## src/rtl/w_grf_writer_pkg.sv

```systemverilog
// w_grf_writer_pkg -- shared definitions for the GRF write arbiter.
//   DEFAULT_DEPTH : default pending-write FIFO depth (power of 2, >= 2)
//   wgw_entry_t   : one pending write {live, a3, wd, pc}
//   GRF_TRACE_FMT : format string for the optional write trace
//                   (compiled only with GRF_WRITER_TRACE_EN defined)
`ifndef GRF_TRACE_FMT
`define GRF_TRACE_FMT "@%h: $%d <= %h"
`endif

package w_grf_writer_pkg;
  localparam int DEFAULT_DEPTH = 2;

  typedef struct packed {
    logic        live;
    logic [4:0]  a3;
    logic [31:0] wd;
    logic [31:0] pc;
  } wgw_entry_t;
endpackage

```

## src/rtl/w_grf_writer_if.sv

```systemverilog
// w_grf_writer_if -- bundle of the writer's data-path signals.
//   wb_*      : in-order write-back result
//   md_*      : late multi-cycle (MDU) result, md_ready back-pressure
//   q_a*/q_busy* : D-stage pending-write query
//   grf_*     : registered GRF write port (grf_a3==0 -> no write)
//   fifo_cnt  : stored FIFO entries (live or killed)
// slave = the writer, master = the pipeline driving it.
interface w_grf_writer_if
  import w_grf_writer_pkg::*;
#(parameter int DEPTH = DEFAULT_DEPTH);
  logic                     wb_valid;
  logic [4:0]               wb_a3;
  logic [31:0]              wb_wd, wb_pc;
  logic                     md_valid, md_ready;
  logic [4:0]               md_a3;
  logic [31:0]              md_wd, md_pc;
  logic [4:0]               q_a1, q_a2;
  logic                     q_busy1, q_busy2;
  logic [4:0]               grf_a3;
  logic [31:0]              grf_wd, grf_pc;
  logic [$clog2(DEPTH):0]   fifo_cnt;

  modport master (
    output wb_valid, wb_a3, wb_wd, wb_pc, md_valid, md_a3, md_wd, md_pc, q_a1, q_a2,
    input  md_ready, q_busy1, q_busy2, grf_a3, grf_wd, grf_pc, fifo_cnt
  );
  modport slave (
    input  wb_valid, wb_a3, wb_wd, wb_pc, md_valid, md_a3, md_wd, md_pc, q_a1, q_a2,
    output md_ready, q_busy1, q_busy2, grf_a3, grf_wd, grf_pc, fifo_cnt
  );
endinterface

```

## src/rtl/w_grf_writer_fifo.sv

```systemverilog
// wgw_fifo -- pending-write storage for late MDU results.
//   clk, reset          : clock, synchronous active-high reset
//   i_push, i_push_*    : enqueue a live entry (ignored when full)
//   i_pop               : dequeue the head (ignored when empty)
//   i_kill_en/i_kill_a3 : clear live on every stored entry with a3==i_kill_a3
//   i_q_a1/2, o_q_busy1/2 : live-entry match query (combinational)
//   o_head, o_cnt       : head entry, stored entry count
module wgw_fifo
  import w_grf_writer_pkg::*;
#(parameter int DEPTH = DEFAULT_DEPTH) (
  input  logic                   clk,
  input  logic                   reset,
  input  logic                   i_push,
  input  logic [4:0]             i_push_a3,
  input  logic [31:0]            i_push_wd,
  input  logic [31:0]            i_push_pc,
  input  logic                   i_pop,
  input  logic                   i_kill_en,
  input  logic [4:0]             i_kill_a3,
  input  logic [4:0]             i_q_a1,
  input  logic [4:0]             i_q_a2,
  output logic                   o_q_busy1,
  output logic                   o_q_busy2,
  output wgw_entry_t             o_head,
  output logic [$clog2(DEPTH):0] o_cnt
);
  localparam int PW = $clog2(DEPTH);
  localparam int CW = PW + 1;

  wgw_entry_t    r_mem [DEPTH];
  logic [PW-1:0] r_wr, r_rd;
  logic [CW-1:0] r_cnt;
  logic          w_push, w_pop;

  assign w_push = i_push && (r_cnt != CW'(DEPTH));
  assign w_pop  = i_pop  && (r_cnt != '0);

  // Pointers are PW bits wide, so DEPTH being a power of 2 gives free wrap.
  always_ff @(posedge clk) begin
    if (reset) begin
      for (int i = 0; i < DEPTH; i++) r_mem[i] <= '0;
      r_wr  <= '0;
      r_rd  <= '0;
      r_cnt <= '0;
    end else begin
      for (int i = 0; i < DEPTH; i++)
        if (i_kill_en && r_mem[i].live && (r_mem[i].a3 == i_kill_a3))
          r_mem[i].live <= 1'b0;
      // Freed slots are marked dead so the match query only sees stored entries.
      if (w_pop) begin
        r_mem[r_rd].live <= 1'b0;
        r_rd             <= r_rd + 1'b1;
      end
      if (w_push) begin
        r_mem[r_wr] <= '{live: 1'b1, a3: i_push_a3, wd: i_push_wd, pc: i_push_pc};
        r_wr        <= r_wr + 1'b1;
      end
      r_cnt <= r_cnt + CW'(w_push) - CW'(w_pop);
    end
  end

  always_comb begin
    o_q_busy1 = 1'b0;
    o_q_busy2 = 1'b0;
    for (int i = 0; i < DEPTH; i++) begin
      if (r_mem[i].live && (r_mem[i].a3 == i_q_a1) && (i_q_a1 != 5'd0)) o_q_busy1 = 1'b1;
      if (r_mem[i].live && (r_mem[i].a3 == i_q_a2) && (i_q_a2 != 5'd0)) o_q_busy2 = 1'b1;
    end
  end

  assign o_head = r_mem[r_rd];
  assign o_cnt  = r_cnt;
endmodule

```

## src/rtl/w_grf_writer.sv

```systemverilog
// w_grf_writer -- merges in-order write-back and late MDU results into the
// single GRF write port. wb always wins; MDU results wait in wgw_fifo and are
// drained on cycles without a wb write.
//   clk, reset : clock, synchronous active-high reset
//   bus        : w_grf_writer_if.slave (wb_*, md_*, q_*, grf_*, fifo_cnt)
// Optional: define GRF_WRITER_TRACE_EN to print every committed GRF write.
module w_grf_writer
  import w_grf_writer_pkg::*;
#(parameter int DEPTH = DEFAULT_DEPTH) (
  input  logic           clk,
  input  logic           reset,
  w_grf_writer_if.slave  bus
);
  localparam int CW = $clog2(DEPTH) + 1;

  logic          w_wb_wr, w_push, w_pop, w_rdy;
  wgw_entry_t    w_head;
  logic [CW-1:0] w_cnt;
  logic [4:0]    w_nxt_a3, r_grf_a3;
  logic [31:0]   w_nxt_wd, w_nxt_pc, r_grf_wd, r_grf_pc;

  assign w_rdy   = w_cnt < CW'(DEPTH);
  assign w_wb_wr = bus.wb_valid && (bus.wb_a3 != 5'd0);
  // md with a3==0, or targeting the register wb writes now, is accepted but
  // never stored: the wb value is already the younger one.
  assign w_push  = bus.md_valid && w_rdy && !reset && (bus.md_a3 != 5'd0) &&
                   !(w_wb_wr && (bus.md_a3 == bus.wb_a3));
  assign w_pop   = !w_wb_wr && (w_cnt != '0);

  wgw_fifo #(.DEPTH(DEPTH)) u_fifo (
    .clk       (clk),
    .reset     (reset),
    .i_push    (w_push),
    .i_push_a3 (bus.md_a3),
    .i_push_wd (bus.md_wd),
    .i_push_pc (bus.md_pc),
    .i_pop     (w_pop),
    .i_kill_en (w_wb_wr),
    .i_kill_a3 (bus.wb_a3),
    .i_q_a1    (bus.q_a1),
    .i_q_a2    (bus.q_a2),
    .o_q_busy1 (bus.q_busy1),
    .o_q_busy2 (bus.q_busy2),
    .o_head    (w_head),
    .o_cnt     (w_cnt)
  );

  // A killed head is still popped but produces an all-zero (no-write) slot.
  always_comb begin
    w_nxt_a3 = '0;
    w_nxt_wd = '0;
    w_nxt_pc = '0;
    if (w_wb_wr) begin
      w_nxt_a3 = bus.wb_a3;
      w_nxt_wd = bus.wb_wd;
      w_nxt_pc = bus.wb_pc;
    end else if (w_pop && w_head.live) begin
      w_nxt_a3 = w_head.a3;
      w_nxt_wd = w_head.wd;
      w_nxt_pc = w_head.pc;
    end
  end

  always_ff @(posedge clk) begin
    if (reset) begin
      r_grf_a3 <= '0;
      r_grf_wd <= '0;
      r_grf_pc <= '0;
    end else begin
      r_grf_a3 <= w_nxt_a3;
      r_grf_wd <= w_nxt_wd;
      r_grf_pc <= w_nxt_pc;
    end
  end

`ifdef GRF_WRITER_TRACE_EN
  always @(posedge clk)
    if (!reset && (w_nxt_a3 != 5'd0))
      $display(`GRF_TRACE_FMT, w_nxt_pc, w_nxt_a3, w_nxt_wd);
`else
  // Trace disabled: no simulation-only logic in this build.
`endif

  assign bus.md_ready = w_rdy;
  assign bus.grf_a3   = r_grf_a3;
  assign bus.grf_wd   = r_grf_wd;
  assign bus.grf_pc   = r_grf_pc;
  assign bus.fifo_cnt = w_cnt;
endmodule

```

## src/flat_wrapper.sv

```systemverilog
// flat-port wrapper written by rule: the top's interface ports become plain ports
module w_grf_writer_flat import w_grf_writer_pkg::*;
#(parameter int DEPTH = DEFAULT_DEPTH)
  (clk, reset, bus_wb_valid, bus_wb_a3, bus_wb_wd, bus_wb_pc, bus_md_valid, bus_md_a3, bus_md_wd, bus_md_pc, bus_q_a1, bus_q_a2, bus_md_ready, bus_q_busy1, bus_q_busy2, bus_grf_a3, bus_grf_wd, bus_grf_pc, bus_fifo_cnt);
  w_grf_writer_if #(.DEPTH(DEPTH)) bus_i ();
  input  logic clk;
  input  logic reset;
  input wire logic [$bits(bus_i.wb_valid)-1:0] bus_wb_valid;
  input wire logic [$bits(bus_i.wb_a3)-1:0] bus_wb_a3;
  input wire logic [$bits(bus_i.wb_wd)-1:0] bus_wb_wd;
  input wire logic [$bits(bus_i.wb_pc)-1:0] bus_wb_pc;
  input wire logic [$bits(bus_i.md_valid)-1:0] bus_md_valid;
  input wire logic [$bits(bus_i.md_a3)-1:0] bus_md_a3;
  input wire logic [$bits(bus_i.md_wd)-1:0] bus_md_wd;
  input wire logic [$bits(bus_i.md_pc)-1:0] bus_md_pc;
  input wire logic [$bits(bus_i.q_a1)-1:0] bus_q_a1;
  input wire logic [$bits(bus_i.q_a2)-1:0] bus_q_a2;
  output wire logic [$bits(bus_i.md_ready)-1:0] bus_md_ready;
  output wire logic [$bits(bus_i.q_busy1)-1:0] bus_q_busy1;
  output wire logic [$bits(bus_i.q_busy2)-1:0] bus_q_busy2;
  output wire logic [$bits(bus_i.grf_a3)-1:0] bus_grf_a3;
  output wire logic [$bits(bus_i.grf_wd)-1:0] bus_grf_wd;
  output wire logic [$bits(bus_i.grf_pc)-1:0] bus_grf_pc;
  output wire logic [$bits(bus_i.fifo_cnt)-1:0] bus_fifo_cnt;
  assign bus_i.wb_valid = bus_wb_valid;
  assign bus_i.wb_a3 = bus_wb_a3;
  assign bus_i.wb_wd = bus_wb_wd;
  assign bus_i.wb_pc = bus_wb_pc;
  assign bus_i.md_valid = bus_md_valid;
  assign bus_i.md_a3 = bus_md_a3;
  assign bus_i.md_wd = bus_md_wd;
  assign bus_i.md_pc = bus_md_pc;
  assign bus_i.q_a1 = bus_q_a1;
  assign bus_i.q_a2 = bus_q_a2;
  assign bus_md_ready = bus_i.md_ready;
  assign bus_q_busy1 = bus_i.q_busy1;
  assign bus_q_busy2 = bus_i.q_busy2;
  assign bus_grf_a3 = bus_i.grf_a3;
  assign bus_grf_wd = bus_i.grf_wd;
  assign bus_grf_pc = bus_i.grf_pc;
  assign bus_fifo_cnt = bus_i.fifo_cnt;
  w_grf_writer #(.DEPTH(DEPTH)) u_core (.clk(clk), .reset(reset), .bus(bus_i));
endmodule
```

## config.mk

```make
export PLATFORM = sky130hd
export DESIGN_NAME = w_grf_writer_flat
export DESIGN_NICKNAME = d
export VERILOG_FILES = /design/src/rtl/w_grf_writer_pkg.sv /design/src/rtl/w_grf_writer_if.sv /design/src/rtl/w_grf_writer_fifo.sv /design/src/rtl/w_grf_writer.sv /design/src/flat_wrapper.sv
export SDC_FILE = /design/constraint.sdc
export NUM_CORES = 1
export LEC_CHECK = 0
export ABC_CLOCK_PERIOD_IN_PS = 9100
export BUFFER_PORTS_ARGS = -buffer_cell sky130_fd_sc_hd__buf_2
export CAP_MARGIN = 40
export CORE_MARGIN = 2
export CORE_UTILIZATION = 45
export CTS_CLUSTER_DIAMETER = 80
export CTS_CLUSTER_SIZE = 8
export DETAILED_ROUTE_END_ITERATION = 7
export GPL_ROUTABILITY_DRIVEN = 0
export PLACE_DENSITY = 0.72
export SLEW_MARGIN = 10
export SYNTH_ARGS = -nofsm -noshare
export SYNTH_HDL_FRONTEND = slang
export SYNTH_SLANG_ARGS = --single-unit
```

## constraint.sdc

```tcl
create_clock -name clk -period 9.1 [get_ports clk]
set_clock_uncertainty 0.1 [all_clocks]
set_input_delay 1.82 -clock clk [delete_from_list [all_inputs] [get_ports clk]]
set_output_delay 1.82 -clock clk [all_outputs]
set_load 0.02 [all_outputs]
```

Word level (Yosys, flattened, before mapping)
Memories as Yosys holds them, arrays and structs flattened. A register that Yosys moved wholly into a read port is not among the register bits.
Index checks and enable logic that the tools add are counted.
{"block": "totals", "wordCells": 84, "mem_count": 1, "regBits": 73, "mem_bits_ro": 0, "latch_bits": 0, "mem_bits_rw": 140, "out_inout_bits": 74, "in_bits": 152}
{"memory": "u_core.u_fifo.r_mem", "depth": 2, "word_bits": 70, "read_ports": 3, "rd_ports_with_merged_regs": 1, "write_ports": 3, "line_no": "w_grf_writer_fifo.sv:30", "text": "wgw_entry_t r_mem [DEPTH];"}
{"block": "op_classes", "mul": 0, "mux": 31, "n_addsub": 4, "reduce_logical": 31, "order_cmp": 1, "div": 0, "bitwise_logic": 2, "n_eq_ne": 8, "n_shift": 0}
{"operator": "32-bit 2-to-1 mux", "n": 4}
{"operator": "70-bit 2-to-1 mux", "n": 1}
{"operator": "70-bit OR reduction", "n": 1}
{"operator": "5-bit equality test", "n": 7}
{"operator": "1-bit 2-to-1 mux", "n": 23}
{"operator": "1-bit logical AND", "n": 22}
{"operator": "5-bit nonzero test", "n": 4}
{"operator": "5-bit 2-to-1 mux", "n": 2}
{"operator": "1-bit zero test", "n": 3}
{"operator": "1-bit adder, second input constant", "n": 2}
{"operator": "2-bit by 1-bit adder with 2-bit output", "n": 1}
{"operator": "2-bit less-than comparator, second input constant", "n": 1}
{"operator": "2-bit 2-to-1 mux", "n": 1}
{"operator": "2-bit inequality test, second input constant", "n": 1}
{"operator": "1-bit OR", "n": 2}
{"operator": "2-bit nonzero test", "n": 1}
{"operator": "2-bit by 1-bit subtractor with 2-bit output", "n": 1}

Depth between registers and ports, before layout
{"block": "logic_depth", "word_depth": 10, "depth_mapped": 12, "ltp_nobuf": 9}

By module
From an unflattened synthesis, not the netlist that was laid out.
{"block": "unflattened", "hier_cells": 772, "area_unflattened_um2": 9714.3}
{"mod": "wgw_fifo", "cells_per_inst": 450, "area_each_um2": 6615.1, "n_inst": 1, "seq_area_each_um2": 4284.1}
{"mod": "w_grf_writer", "cells_per_inst": 322, "area_each_um2": 3099.2, "n_inst": 1, "seq_area_each_um2": 1381.3}

Worst setup path before layout
OpenSTA, ideal clock, no wires.
{"block": "synth_timing", "kind": "input to register", "from": "input port bus_wb_a3[4]", "to": "memory u_core.u_fifo.r_mem[0][0] in the netlist's numbering, enable pin", "setup_time_ns": 0.591, "path_stages": 6, "required_ns": 8.409, "t_arrival_ns": 7.873, "path_slack_ns": 0.535, "path_cell_list": "or4_1 -> o21a_1 -> buf_6 -> buf_6 -> a31o_2 -> o21ai_0"}
{"element": "from (decl)", "line_no": "flat_wrapper.sv:9", "text": "input wire logic [$bits(bus_i.wb_a3)-1:0] bus_wb_a3;"}
{"element": "to (decl)", "line_no": "w_grf_writer_fifo.sv:30"}

Worst setup path in the final report
{"block": "layout_timing", "from": "input port bus_q_a1[0]", "to": "output port bus_q_busy1"}
{"block": "layout_via", "elab_chain_len": 5, "elab_cells_between_ends": 9, "classes_between": "eq/ne: 2; mux: 2; reduce/logical: 5"}
{"element": "from (decl)", "line_no": "flat_wrapper.sv:16", "text": "input wire logic [$bits(bus_i.q_a1)-1:0] bus_q_a1;"}
{"element": "5-bit equality test", "line_no": "w_grf_writer_fifo.sv:66", "text": "if (r_mem[i].live && (r_mem[i].a3 == i_q_a1) && (i_q_a1 != 5'd0)) o_q_busy1 = 1'b1;"}
{"element": "1-bit logical AND (2 in series)", "line_no": "w_grf_writer_fifo.sv:66"}
{"element": "1-bit 2-to-1 mux", "line_no": "w_grf_writer_fifo.sv:66"}
{"element": "1-bit 2-to-1 mux *", "line_no": "w_grf_writer_fifo.sv:66"}
{"element": "to (decl)", "line_no": "flat_wrapper.sv:19", "text": "output wire logic [$bits(bus_i.q_busy1)-1:0] bus_q_busy1;"}
Mark *: on every way between the ends. The rest lies on a longest branch, timed or not.

==> reports/qor.csv <==
metric,value,unit
Mapped Avg Cell Area,11.9,µm²
top fanout value on the critical path,3,
TritonCTS clock tree,yes,
"Reg clk slew, reported paths",50,ps
CTS root buf,clkbuf_16,
Core ar.,20200,µm²
pwr/cell area,232,nW/µm²
FILL cells,1698,
H-tree levels,1,
"Data required, critical path",7180,ps
# IOs,226,
Detail Placement HPWL,13500,µm
GRT met1 Usage,0.242,
Multi-input gate area,3380,µm²
Skew-Pair Late Insertion Delay,530,ps
Net Sw Power,725,µW
Slowest Stage Delay on Critical Path,320,ps
CP most frequent cell,buf_2,
Starting Density,0.458,
Logic pwr share,0.171,
Yosys reg bits,214,
xor/xnor share of the synthesized area,0.0350,
WS Path Type,in -> out,
cell area after synthesis,9270,µm²
chip height,148,µm
Least-Margin Pin Slew,852,ps
"Setup Fix Bufs, Post-CTS",0,
first-pass GRT wire length,34100,µm
Hold Fails Final Rpt,0,
post-synthesis adder-cell area fraction,0.00270,
Global Route Usage Sum,0.195,
Die Width,148,µm
final non-filler cell total,1278,
minimum clock period,4830,ps
CTS sink cnt,214,
"commonest cells after routing, fill and taps aside","buf_2, and2_1, edfxtp_1, dfxtp_1, mux2i_1",
Lkg Pwr,0.00463,µW
vias in the first global route,6685,
pin count of the biggest net entering global routing,82,
global routing's busiest layer,met2,
gr ovfl total,0,
row cnt,52,
WL final,21700,µm
Cells after Synth,777,
dpl cells,1222,
CP Capture Type,output pin,
asr flop ratio synth,0,
# hold bufs at CTS,0,
worst path cell trace,buf_2 > xor2_1 > nor4_1 > nand3_1 > a21oi_1 > buf_2,
via count,6593,
Synth Area in Compound Gates,0.0549,
crit path max-delay cell type,nor4_1,
DRT iter0 DRCs,358,
"most common cell after layout, fill and taps aside",buf_2,
clock power share,0.379,
Worst Path Arrival,2910,ps
sequential cell area fraction in the yosys report,0.611,
Wirelength per Cell,17.0,µm
WP buf/inv,2,
Netlist cell types,32,
register area,5670,µm²
"delay-heaviest family, CP",simple AND/OR/NAND/NOR gates,
Total Power,2660,µW
post-synthesis mux area share,0.0756,
main combinational cell family by area after synthesis,simple AND/OR/NAND/NOR gates,
max_slew headroom,0.432,
Synth Area in Simple Gates,0.191,
Resize count post-CTS,0,
sequential cell fraction of total power,0.450,
met3 usage,0.0330,
Syn Nets,931,
status,completed,
nets,1138,
Internal,1940,µW
crit path launch type,primary input,
max_cap viols,0,
initial antenna violation count,1,
Syn. warnings,0,
Die Area,21800,µm²
Max Fclk,0.207,GHz
CTS max path bufs,3,
worst vdd ir,0.000158,V
Final TNS setup,0,ps
GR Util met2,0.345,
Pre-Repair DR Iteration Count,4,
"Setup violations, final",0,
number of buffers added on ports,225,
Post-synth EDFFs,138,
Final Max Tran Viols,0,
RSZ-0062 raised after global routing,false,
Vias/cell,5.16,
ANT nets after route,0,
total CTS buffers,30,
Worst Hold Class,reg -> reg,
Residual DRC,0,
Synth Flop Type,edfxtp_1,
Sw Ratio,0.272,
area growth from synthesis to layout,24.0,%
layout cells sized above 1,0.276,
ANT cells,0,
post-route clock period utilization,0.530,
-- logic make-up after synthesis --
| group | Yosys count |
|---|---|
| and+or+nand+nor | 304 |
| DFF | 214 |
| AOI/OAI and AO/OA | 85 |
| muxes | 70 |
| buffers and inverters | 65 |
| xor gates and xnor gates | 37 |
| adders and majority gates | 2 |
-- synth_stat cells (3+ instances only) --
library cell,instances,share of area
nand3_1,5,0.0027
edfxtp_1,138,0.45
a32oi_1,5,0.0047
dfxtp_1,76,0.16
clkbuf_2,6,0.0032
a21oi_1,68,0.037
clkbuf_1,50,0.020
nor2_1,17,0.0069
nor3_1,3,0.0016
nor4_1,4,0.0027
xor2_1,27,0.026
inv_1,4,0.0016
o21ai_0,4,0.0022
mux2i_1,70,0.076
nand2_1,64,0.026
or4_1,68,0.055
and2_1,138,0.093
xnor2_1,10,0.0095
-- flip-flops by register name, summed over array words and instances, names as in the netlist, named ones only --
name	count
u_core.bus.grf_pc	32
u_core.u_fifo.r_rd	1
u_core.u_fifo.o_cnt	2
u_core.u_fifo.r_wr	1
u_core.bus.grf_wd	32
u_core.bus.grf_a3	5
u_core.u_fifo.r_mem	140
-- power by group through the flow --
stage / clock network [µW] / logic (µW) / registers [µW]
detailed placement: 0 / 460 / 1220
global route: 1070 / 500 / 1210
floorplan: 0 / 295 / 1220
finish: 1010 / 456 / 1200
global placement: 0 / 451 / 1210
CTS: 1030 / 462 / 1200
-- worst paths after layout --
path	from	slack [ps]	cells after the start	to
worst min register to register	u_core.u_fifo.r_rd$_SDFFE_PP0P_	440	2	register
worst min-delay path	u_core.u_fifo.r_rd$_SDFFE_PP0P_	440	2	register
worst max-delay path	bus_q_a1[0]	4270	6	bus_q_busy1
worst max register to register	u_core.u_fifo.o_cnt[1]$_SDFF_PP0_	6120	5	u_core.u_fifo.r_mem[1][4]$_SDFFCE_PN0P_
-- metal layers --
layer | routed length (µm) | share of wire
met4 | 584 | 0.027
met1 | 9050 | 0.42
met5 | 13 | 0.00060
met3 | 1300 | 0.060
met2 | 10800 | 0.50
-- worst reg2reg max path, cell delays in order (launching register included) --
cell and delay, ps:
dfxtp_1 350, inv_1 160, o2111ai_1 280, a31o_2 370, o21ai_4 620, buf_4 680
-- through the flow --
stage	worst slack, ps	hold WS [ps]	utilization	instance area (µm²)
finish	4270	440	0.568	11500
global route	4150	485	0.568	11500
CTS	4280	435	0.568	11500
detailed placement	3890	424	0.525	10600
global placement	3950	412	0.524	10600
floorplan	535	399	-	9270
-- layout make-up --
class                   count  share of cell area
inverters                   4             0.00131
flip-flops and latches    214               0.493
repair buffers            236               0.106
clock inverters             1             0.00141
clock buffers              55              0.0743
multi-input cells         498               0.294
well taps                 270              0.0294
No activity file was read; power rests on OpenSTA's default activity.
